==> src/rtl/board_pkg.sv <==
// Board-level constants shared by the timebase and button front-end blocks.
package board_pkg;

    // Mode FSM encoding
    localparam logic ST_PAUSE = 1'b0;
    localparam logic ST_RUN   = 1'b1;

    typedef logic mode_t;

    // Board clock and button settle time
    localparam int CLK_HZ = 50_000_000;
    localparam int DEB_MS = 20;

    // Debounce window in clk cycles for a given settle time
    function automatic int deb_cycles(input int ms);
        return (CLK_HZ / 1000) * ms;
    endfunction

endpackage

==> src/rtl/btn_debounce.sv <==
// Pushbutton front end: 2-flop synchroniser, stability counter, and a
// one-cycle press pulse on an accepted 1->0 level change (active-low button).
module btn_debounce
    import board_pkg::*;
#(
    parameter int DEB_COUNT = 1_000_000,
    parameter int DEB_W     = 20
) (
    input  logic clk,
    input  logic rst,
    input  logic btn_n,
    output logic level,
    output logic press
);

    localparam logic [DEB_W-1:0] DEB_LAST = DEB_W'(DEB_COUNT - 1);

    logic             meta;
    logic             sync;
    logic [DEB_W-1:0] cnt;

    // Synchroniser; idle (released) level is 1, so flops reset high
    always_ff @(posedge clk or posedge rst) begin
        if (rst) begin
            meta <= 1'b1;
            sync <= 1'b1;
        end else begin
            meta <= btn_n;
            sync <= meta;
        end
    end

    // Accept a new level only after DEB_COUNT consecutive mismatching cycles
    always_ff @(posedge clk or posedge rst) begin
        if (rst) begin
            cnt   <= '0;
            level <= 1'b1;
            press <= 1'b0;
        end else begin
            press <= 1'b0;
            if (sync != level) begin
                if (cnt == DEB_LAST) begin
                    level <= sync;
                    cnt   <= '0;
                    press <= ~sync;
                end else begin
                    cnt <= cnt + DEB_W'(1);
                end
            end else begin
                cnt <= '0;
            end
        end
    end

endmodule

==> src/rtl/step_tick_gen.sv <==
// Tick generator for the seven-segment sequencer: free-running divided tick
// in RUN, one tick per debounced button press in PAUSE, plus a 50% slow_clk.
module step_tick_gen
    import board_pkg::*;
#(
    parameter int DIV_COUNT = CLK_HZ,
    parameter int CNT_W     = 26,
    parameter int DEB_COUNT = deb_cycles(DEB_MS),
    parameter int DEB_W     = 20
) (
    input  logic clk,
    input  logic rst,
    input  logic run_sw,
    input  logic step_n,
    output logic tick,
    output logic slow_clk,
    output logic running,
    output logic btn_level
);

    localparam logic [CNT_W-1:0] DIV_LAST = CNT_W'(DIV_COUNT - 1);
    localparam logic [CNT_W-1:0] DIV_HALF = CNT_W'(DIV_COUNT / 2);

    logic             run_meta;
    logic             run_sync;
    mode_t            state;
    mode_t            state_nxt;
    logic [CNT_W-1:0] div_cnt;
    logic             press;

    btn_debounce #(
        .DEB_COUNT (DEB_COUNT),
        .DEB_W     (DEB_W)
    ) u_step_btn (
        .clk   (clk),
        .rst   (rst),
        .btn_n (step_n),
        .level (btn_level),
        .press (press)
    );

    // run_sw synchroniser; only run_sync feeds logic
    always_ff @(posedge clk or posedge rst) begin
        if (rst) begin
            run_meta <= 1'b0;
            run_sync <= 1'b0;
        end else begin
            run_meta <= run_sw;
            run_sync <= run_meta;
        end
    end

    // Mode state register
    always_ff @(posedge clk or posedge rst) begin
        if (rst) state <= ST_PAUSE;
        else     state <= state_nxt;
    end

    // Mode follows the synchronised switch
    always_comb begin
        state_nxt = state;
        case (state)
            ST_PAUSE: if (run_sync)  state_nxt = ST_RUN;
            ST_RUN:   if (!run_sync) state_nxt = ST_PAUSE;
            default:  state_nxt = ST_PAUSE;
        endcase
    end

    // Mode outputs
    always_comb begin
        running = (state == ST_RUN);
    end

    // Divider: counts only while staying in RUN, so it enters RUN at 0 and
    // is back at 0 the first PAUSE cycle
    always_ff @(posedge clk or posedge rst) begin
        if (rst) begin
            div_cnt <= '0;
        end else if (state == ST_RUN && state_nxt == ST_RUN) begin
            if (div_cnt == DIV_LAST) div_cnt <= '0;
            else                     div_cnt <= div_cnt + CNT_W'(1);
        end else begin
            div_cnt <= '0;
        end
    end

    // Tick on divider wrap in RUN (including the exit cycle), or on a press in
    // PAUSE unless the switch is already asking for RUN
    always_ff @(posedge clk or posedge rst) begin
        if (rst) begin
            tick <= 1'b0;
        end else begin
            tick <= ((state == ST_RUN) && (div_cnt == DIV_LAST)) ||
                    ((state == ST_PAUSE) && press && !run_sync);
        end
    end

    // Observation clock: high for the first half of each RUN period
    always_ff @(posedge clk or posedge rst) begin
        if (rst) slow_clk <= 1'b0;
        else     slow_clk <= (state == ST_RUN) && (div_cnt < DIV_HALF);
    end

endmodule

==> config.mk <==
export PLATFORM = sky130hd
export DESIGN_NAME = step_tick_gen
export DESIGN_NICKNAME = d
export VERILOG_FILES = /design/src/rtl/board_pkg.sv /design/src/rtl/btn_debounce.sv /design/src/rtl/step_tick_gen.sv
export SDC_FILE = /design/constraint.sdc
export NUM_CORES = 1
export LEC_CHECK = 0
export CAP_MARGIN = 20
export CORE_MARGIN = 2
export CORE_UTILIZATION = 65
export CTS_CLUSTER_SIZE = 24
export DETAILED_ROUTE_END_ITERATION = 16
export PLACE_DENSITY = 0.8
export SLEW_MARGIN = 20
export SYNTH_ARGS = -nofsm -noshare
export SYNTH_HDL_FRONTEND = slang
export SYNTH_HIERARCHICAL = 1
export SYNTH_SLANG_ARGS = --single-unit
==> constraint.sdc <==
create_clock -name clk -period 4.35 [get_ports clk]
set_input_delay 0.87 -clock clk [delete_from_list [all_inputs] [get_ports clk]]
set_output_delay 0.87 -clock clk [all_outputs]
set_load 0.005 [all_outputs]
* Word-level counts from Yosys, hierarchy flattened *
Cells that the tools add are included.

word-level totals
  register bits after elaboration = 55
  output and inout port bits = 4
  logic and storage cells = 34

operators by class
  add/sub/neg operators = 2
  $lt $le $gt $ge = 1
  equal/unequal tests = 3
  multiplexer cells = 7
  bitwise operators = 2
  reductions and logical operators = 8

operators with widths
  kind                   count
  $mux 26                2
  $mux 20                2
  $add 26x1->26 const B  1
  $eq 26x26->1 const B   1
  $lt 26x25->1 const B   1
  $add 20x1->20 const B  1
  $eq 20x20->1 const B   1
  $logic_and 1x1->1      5
  $mux 1                 3
  $not 1->1              2
  $reduce_and 2->1       1
  $logic_not 1->1        1
  $logic_or 1x1->1       1
  $ne 1x1->1             1

* Longest topological paths before layout *
  depth in word-level cells = 4
  depth in mapped cells = 6
  gate-level depth less buffers = 5

* Modules after synthesis *
Netlist, hierarchy kept.

by module, submodules not included
  module         instances  cells each  area each (um^2)  seq. area each (um^2)
  step_tick_gen  1          169         1591.5            775.7
  btn_debounce   1          108         1192.4            604.3

* Worst setup path after synthesis *
OpenSTA, ideal clock, no wires.

  path kind = reg2reg
  start point = reg div_cnt[10]
  end point = reg div_cnt[2]
  data arrival time = 1.737 ns
  required time = 4.217 ns
  setup slack = 2.480 ns
  stages on the path, launching flop included = 6
  path buffers = 1
  cells stage by stage = dfrtp_1 -> nor4_1 -> nand4_1 -> o31ai_1 -> clkbuf_1 -> nor2_1

on the way
  word-level cells in the longest chain between the ends = 3

RTL lines
  what                    line                 source
  start, declared         step_tick_gen.sv:28  logic [CNT_W-1:0] div_cnt;
  start signal, assigned  step_tick_gen.sv:81  else div_cnt <= div_cnt + CNT_W'(1);
  $eq 26x26->1            step_tick_gen.sv:80  if (div_cnt == DIV_LAST) div_cnt <= '0;
  $mux 26                 step_tick_gen.sv:80
  $mux 26                 step_tick_gen.sv:79  end else if (state == ST_RUN && state_nxt == ST_RUN) begin

Every way passes these cells.
A chain may end at the register's enable or synchronous reset.

* Worst setup path after layout *
  start point = reg u_step_btn.level
  end point = out btn_level

RTL lines
  what                    line                 source
  start, declared         btn_debounce.sv:12   output logic level,
  start signal, assigned  btn_debounce.sv:43   level <= sync;
  end, declared           step_tick_gen.sv:18  output logic btn_level

No word-level cell between the ends.

==> summary.txt <==
Run status
  • Status: completed

Finish
  • # diodes: 0
  • Share of cells above drive strength 1: 0.101
  • Design Area, Final: 3020 um2
  • Nets@finish: approximately 290
  • Area growth syn-to-layout: 8.45%
  • Post-route non-filler standard cell count: 337

STA
  • Period utilization: 0.521
  • Min cycle time layout: 2.27 ns
  • Skew final: 0.0133 ns
  • Max-slew headroom: 0.356
  • Max Slew Vio Count: 0
  • Final setup fails: 0
  • Worst slew pin tran: 0.963 ns
  • Hold Fails Final Rpt: 0
  • RSZ-0062 raised after global routing: false
  • Setup TNS Final: 0 ns
  • FMAX: 441 MHz
  • Hold_ws: 0.367 ns

Floorplanning
  • CORE AREA: 4060 um2
  • Number of core rows: 23
  • Top-level I/O count: 8
  • Die area: 4820 um2
  • Starting Density: 0.686
  • Die Span Y: 69.4 um
  • Die X: 69.4 um

GRT
  • Vias in the first global route: 1962
  • Grt total ovfl: 0
  • Wire length of the first global-routing pass: 9.10 mm
  • Initial antenna violation count: 0
  • Largest net degree at the start of global routing: 32
  • Aggregate global-route resource usage: 0.232

Route
  • WL final: 5.17 mm
  • Final ANT Viol Nets: 0
  • Vias per cell: roughly 6.3
  • Via count: roughly 2100
  • Initial DRC Count: 204
  • DRC: 0
  • Wire per inst: 15.3 um
  • Drt pass-1 iters: 4

Clocking
  • CTS tree: done
  • CTS root buffer: clkbuf_8
  • CTS Hold Bufs: 0
  • Reg clk slew, reported paths: between 0.1 and 0.15 ns
  • Worst-skew pair later-pin latency: between 0.3 and 0.4 ns
  • Clock tree buffer depth: 2
  • H-tree Lvls: 2
  • CTS-repair resized insts: 0
  • Num CTS Buffers: 5
  • Setup bufs post-CTS: 0
  • Total clock sinks: 55

Yosys
  • Number of synthesized flops with an enable pin: 0
  • Leading area contributor after synthesis: dfrtp_1
  • Synth Cell Area: 2780 um2
  • Main synth FF type: dfrtp_1
  • Post-synthesis sequential area ratio: 0.496
  • #FFs+latches synth: 55
  • Top-area cell type share of the netlist area: 0.467
  • Cell variety after synth: 39
  • Mapped Cells: 277
  • Post-synth top cells: dfrtp_1 (52), nor2_1 (32), a21oi_1 (18)
  • Cell with the most instances after synthesis: dfrtp_1
  • Top cells by area, synth: dfrtp_1 (47%), xnor2_1 (5.0%), nor2_1 (4.3%)
  • Synth warn: 6
  • Syn Nets: 284
  • Ys async rst share: 1.00
  • Mean Syn Cell Area: slightly above 10 um2

Power and ir drop
  • Switching pwr: roughly 200 uW
  • Logic pwr share: 0.035
  • Clock Power Share: 0.384
  • Overall power: 902 uW
  • Int Pwr: between 700 and 800 uW
  • Seq pwr share: 0.580
  • Sw frac: 0.221
  • Worst VDD drop: 0.268 mV
  • LEAKAGE: 0.00116 uW
  • Pwr dens: about 300 nW/um2

Critical path
  • WP buf/inv: 1
  • Worst reg-to-reg path cell count: 4
  • R2r startpoint: div_cnt[5]$_DFF_PP0_
  • Arr. time, crit path: 1.40 ns
  • Critical path peak fanout: 4
  • Startpoint Class: flip-flop
  • Worst setup EP type: output port
  • Setup crit end: btn_level
  • Worst path slowest cell: dfstp_2
  • Worst endpoint required time: approximately 3.5 ns
  • Instance count on the critical path: 1
  • Worst Setup SP: u_step_btn/level$_DFFE_PP1P_
  • Family with the most delay on the worst path: flip-flops
  • Flop-to-flop setup slack: 2.27 ns
  • Largest stage delay, worst path: 0.58 ns
  • Reg2reg end: div_cnt[22]$_DFF_PP0_
  • Kind of critical path: flip-flop to output port
  • Crit path cell chain: clkdlybuf4s50_1

Placed design
  • Hpwl dp: 3.60 mm
  • DP Cell Count: between 300 and 400
  • Gpl congestion: roughly 0.85
  • Placed Area: slightly below 3000 um2
  • IO buf count: 7

Min path
  • HP Class: flip-flop to flip-flop

Run
  • Max Cap Viol: 0
[placed cells by master, fill, tap and decap left out, drive strengths merged, types with 2 or more instances in the layout]
cell	synthesis	final
dfrtp	52	52
nor2	32	32
a21oi	19	19
nand3	17	17
nand2	16	16
xnor2	16	16
or4	14	14
nand4	13	13
inv	11	12
o31ai	10	10
o21ai	9	9
xor2	9	9
or3	9	9
nor3	8	8
clkdlybuf4s50	0	7
and4	5	5
and3	5	5
clkbuf	3	5
nor4	4	4
nor3b	3	3
ha	3	3
dfstp	3	3
nor4bb	2	2
a21o	2	2
buf	4	2
[sequential cells by signal (all words and copies together) (netlist names)]
signal            cells
div_cnt              26
run_meta              1
run_sync              1
running               1
slow_clk              1
tick                  1
u_step_btn/cnt       20
u_step_btn/level      1
u_step_btn/meta       1
u_step_btn/press      1
u_step_btn/sync       1
[metal layers]
metal | up-vias | track usage | part of all wire
li1 | 1029 | - | -
met1 | 1034 | 0.360 | 0.50
met2 | 48 | 0.338 | 0.44
met3 | 4 | 0.0378 | 0.049
met4 | 0 | 0.0654 | 0.0081
met5 | - | 0 | 0
[logic make-up (layout without fill, tap and decap cells)]
| kind of cell | Yosys count | in the layout | share of synthesized area |
|---|---|---|---|
| adder cells (fa/ha/maj) | 3 | 3 | 0.0135 |
| multiplexers | 2 | 2 | 0.00899 |
| AO/OA/AOI/OAI | 41 | 41 | 0.0939 |
| XOR/XNOR | 25 | 25 | 0.0787 |
| buffers and inverters | 18 | 28 | 0.0270 |
| flip-flops | 55 | 55 | 0.496 |
| AND/OR/NAND/NOR | 133 | 133 | 0.282 |
[worst reg2reg max path, cell delays in order (launching register included)]
cell     delay (ns)
dfrtp_1        0.44
nand3_2        0.18
or4_1          0.73
or4_4          0.54
a21oi_2        0.14
[power groups by stage]
| stage | clock [uW] | combinational (uW) | sequential [uW] |
|---|---|---|---|
| 3_3_place_gp | 0 | 31.9 | 533 |
| 3_5_place_dp | 0 | 32.5 | 533 |
| 2_1_floorplan | 0 | 20.6 | 532 |
| 4_1_cts | 355 | 32.8 | 523 |
| 6_report | 347 | 32.0 | 523 |
| 5_1_grt | 374 | 37.3 | 524 |
[how the worst min path moves through the flow]
stage	endpoint	cells after the start	startpoint
after floorplan	run_sync$_DFF_PP0_	0	run_meta$_DFF_PP0_
after global placement	run_sync$_DFF_PP0_	0	run_meta$_DFF_PP0_
after detailed placement	run_sync$_DFF_PP0_	0	run_meta$_DFF_PP0_
after CTS	u_step_btn/sync$_DFF_PP1_	0	u_step_btn/meta$_DFF_PP1_
after global routing	u_step_btn/sync$_DFF_PP1_	0	u_step_btn/meta$_DFF_PP1_
final	u_step_btn/sync$_DFF_PP1_	0	u_step_btn/meta$_DFF_PP1_
[cell type report]
class                   count  area (um2)
clock buffers               5        68.8
clock inverters             3        47.5
fillers                   299        1040
inverters                  11        41.3
multi-input cells         204        1330
flip-flops and latches     55        1380
well taps                  50        62.6
repair buffers              9        85.1
[through the flow]
| step | util | setup slack [ns] |
|---|---|---|
| 6_report | 0.744 | 2.08 |
| 5_1_grt | 0.744 | 2.04 |
| 4_1_cts | 0.744 | 2.07 |
| 3_5_place_dp | 0.715 | 2.29 |
| 3_3_place_gp | 0.715 | 2.08 |
| 2_1_floorplan | - | 2.48 |
Note: power is estimated with default switching activity, not from simulation.
==> RTL change: new RTL, config.mk and constraints unchanged <==
`CNT_W`: 26 -> 22.
--- a/src/rtl/step_tick_gen.sv
+++ b/src/rtl/step_tick_gen.sv
@@ -4,7 +4,7 @@
     import board_pkg::*;
 #(
     parameter int DIV_COUNT = CLK_HZ,
-    parameter int CNT_W     = 26,
+    parameter int CNT_W     = 22,
     parameter int DEB_COUNT = deb_cycles(DEB_MS),
     parameter int DEB_W     = 20
 ) (
Function: same outputs for any inputs over 10 cycles, from zero or initial values and one cycle with rst high; that may be too few to reach the edited logic, so the function may still have changed.
==> RTL change against the original RTL <==
Wire length is 16% lower. Clock skew fell by 0.0050 ns. Non-clock buffer count down 1. Cell area fell by 10%. Area after synthesis is 11% lower. Worst setup slack better by 0.024 ns. Sequential cell count decreased by 4. Power down 14%. Critical path type unchanged. Largest cell class unchanged.
==> RTL change: results (changes against the original RTL) <==
global-route wire length before repair=7.34 mm (was 9.10 mm); initial antenna violation count=0 (unchanged); most common library cells after synthesis=48 x dfrtp_1, 35 x nor2_1, 15 x nand2_1, 15 x xnor2_1, 12 x xor2_1 (was 52 x dfrtp_1, 32 x nor2_1, 18 x a21oi_1, 16 x nand2_1, 16 x xnor2_1); Seq/Total Area, Yosys=51.7% (was 49.6%); dpl cell area=2590 sq um (was 2900 sq um); Synth async-reset ratio=100% (unchanged); clock skew=0.00830 ns (was 0.0133 ns); Distinct cells, synth=42 (was 39); syn_area_per_cell=10.5 sq um (was 10.1 sq um); status=finished clean (unchanged); vias in the first global route=1,648 (was 1,962); Via density=5.88 (was 6.28); layout cell share with drive strength beyond 1=10.4% (was 10.1%); CTS Root Cell=clkbuf_8 (unchanged); Syn-to-layout area delta=9.14% (was 8.45%); worst-path fanout max=4 (unchanged); Worst Path Arrival=1.37 ns (was 1.40 ns); Regs by FF count=div_cnt (22), u_step_btn/cnt (20) (was div_cnt (26), u_step_btn/cnt (20)); clock buffer count from CTS=5 (unchanged); Peak VDD IR=0.232 mV (was 0.268 mV); 1st-pass router iterations=4 (unchanged); placed cells=288 (was 329); worst relative slew slack=34.8% (was 35.6%); delay-heaviest family, CP=flip-flops (unchanged); vias=1,747 (was 2,115); Worst Reg-to-Reg Cells=4 (unchanged); Synth Flop Type=dfrtp_1 (unchanged); routability cong.=0.804 (was 0.855); Net Count, Synth=243 (was 284); Clock Path Buffers=2 (unchanged); CP max stage cell=dfstp_2 (unchanged); Hold Path Depth=0 (unchanged); fin nets=254 (was 293); Worst-path clk slew=0.09 ns (was 0.11 ns); DRT iter0 DRCs=88 (was 204); WL/cell=14.7 um (was 15.3 um); Post-CTS Setup Inserts=0 (unchanged); largest net degree at the start of global routing=28 (was 32); worst-skew pair later-pin latency=0.30 ns; ranking of synthesized cells by area=dfrtp_1 48%, nor2_1 5.3%, xnor2_1 5.3%, xor2_1 4.2%, dfstp_2 3.2% (was dfrtp_1 47%, xnor2_1 5.0%, nor2_1 4.3%, a21oi_1 3.2%, or4_1 3.0%); Leak=1.10 nW (was 1.16 nW); max reg flops=22 (was 26); ant diodes=0 (unchanged); Worst path max stage delay=0.57 ns; Port Buffers=7 (unchanged); Psw=0.174 mW (was 0.199 mW); H-Tree Depth=2 (unchanged); post-CTS sizing=0 (unchanged); hold crit path type=reg -> reg (unchanged); DP Wirelength=2.99 mm (was 3.60 mm); GRT Resource Usage Total=22.7% (was 23.2%)
==> RTL change: cell count changes in the layout (fill, tap and decap cells not counted), moves of 4 or more <==
cell and delta:
a21oi_1 -8, dfrtp_1 -4, nand4_1 -5, o21ai_0 -5
o31ai_1 -4, or3_1 -5, or4_1 -6
==> RTL change: power groups by stage <==
stage               combinational, mW  sequential, mW  clock (mW)
CTS                            0.0290           0.486       0.269
detailed placement             0.0289           0.495           0
finish                         0.0312           0.486       0.261
floorplan                      0.0189           0.494           0
global route                   0.0355           0.487       0.288
global placement               0.0281           0.494           0
==> RTL change: layout make-up <==
class,count,area (sq um)
Clock inverter,2,12.5
Clock buffer,6,72.6
Tap cell,48,60.1
Inverter,8,30.0
Timing Repair Buffer,8,97.6
Fill cell,257,957
Sequential cell,51,1280
Multi-Input combinational cell,174,1150
==> RTL change: path summary, 6_finish.rpt <==
| check | slack [ns] | end | startpoint |
|---|---|---|---|
| worst min-delay path | 0.35 | run_sync | run_meta |
| worst min register to register | 0.35 | run_sync | run_meta |
| min in group asynchronous | 0.83 | run_meta | rst |
| worst max-delay path | 2.11 | btn_level | u_step_btn/level |
| worst max register to register | 2.27 | u_step_btn/cnt[12] | u_step_btn/cnt[11] |
| max in group asynchronous | 2.72 | u_step_btn/cnt[3] | rst |
==> RTL change: cell families after synthesis <==
| family | after synthesis | share of synthesized area, % |
|---|---|---|
| adder cells (fa/ha/maj) | 2 | 1.01 |
| buffers and inverters | 12 | 2.02 |
| XOR/XNOR | 27 | 9.55 |
| multiplexers | 5 | 2.22 |
| AO/OA/AOI/OAI | 25 | 6.97 |
| flip-flops | 51 | 51.7 |
| AND/OR/NAND/NOR | 115 | 26.6 |
==> RTL change: metal layers <==
metal,up-vias,part of all wire (%),GRT usage [%],wire [um]
met5,-,0,0,0
met1,857,46,28.5,2010
met3,10,2.0,4.79,86
li1,863,-,-,-
met4,0,2.6,11.2,112
met2,17,49,37.1,2150
==> RTL change: worst reg2reg max path, delay by kind of cell, from the launching register on <==
family	cells	cell delay, ns
AOI/OAI and AO/OA	1	0.88
and+or+nand+nor	3	0.61
DFF	1	0.43
==> RTL change: metrics by stage <==
| stage | setup slack [ns] | power (mW) |
|---|---|---|
| final | 2.11 | 0.778 |
| after global routing | 2.06 | 0.810 |
| after CTS | 2.09 | 0.783 |
| after detailed placement | 2.21 | 0.524 |
| after global placement | 2.14 | 0.522 |
| after floorplan | 2.61 | 0.513 |
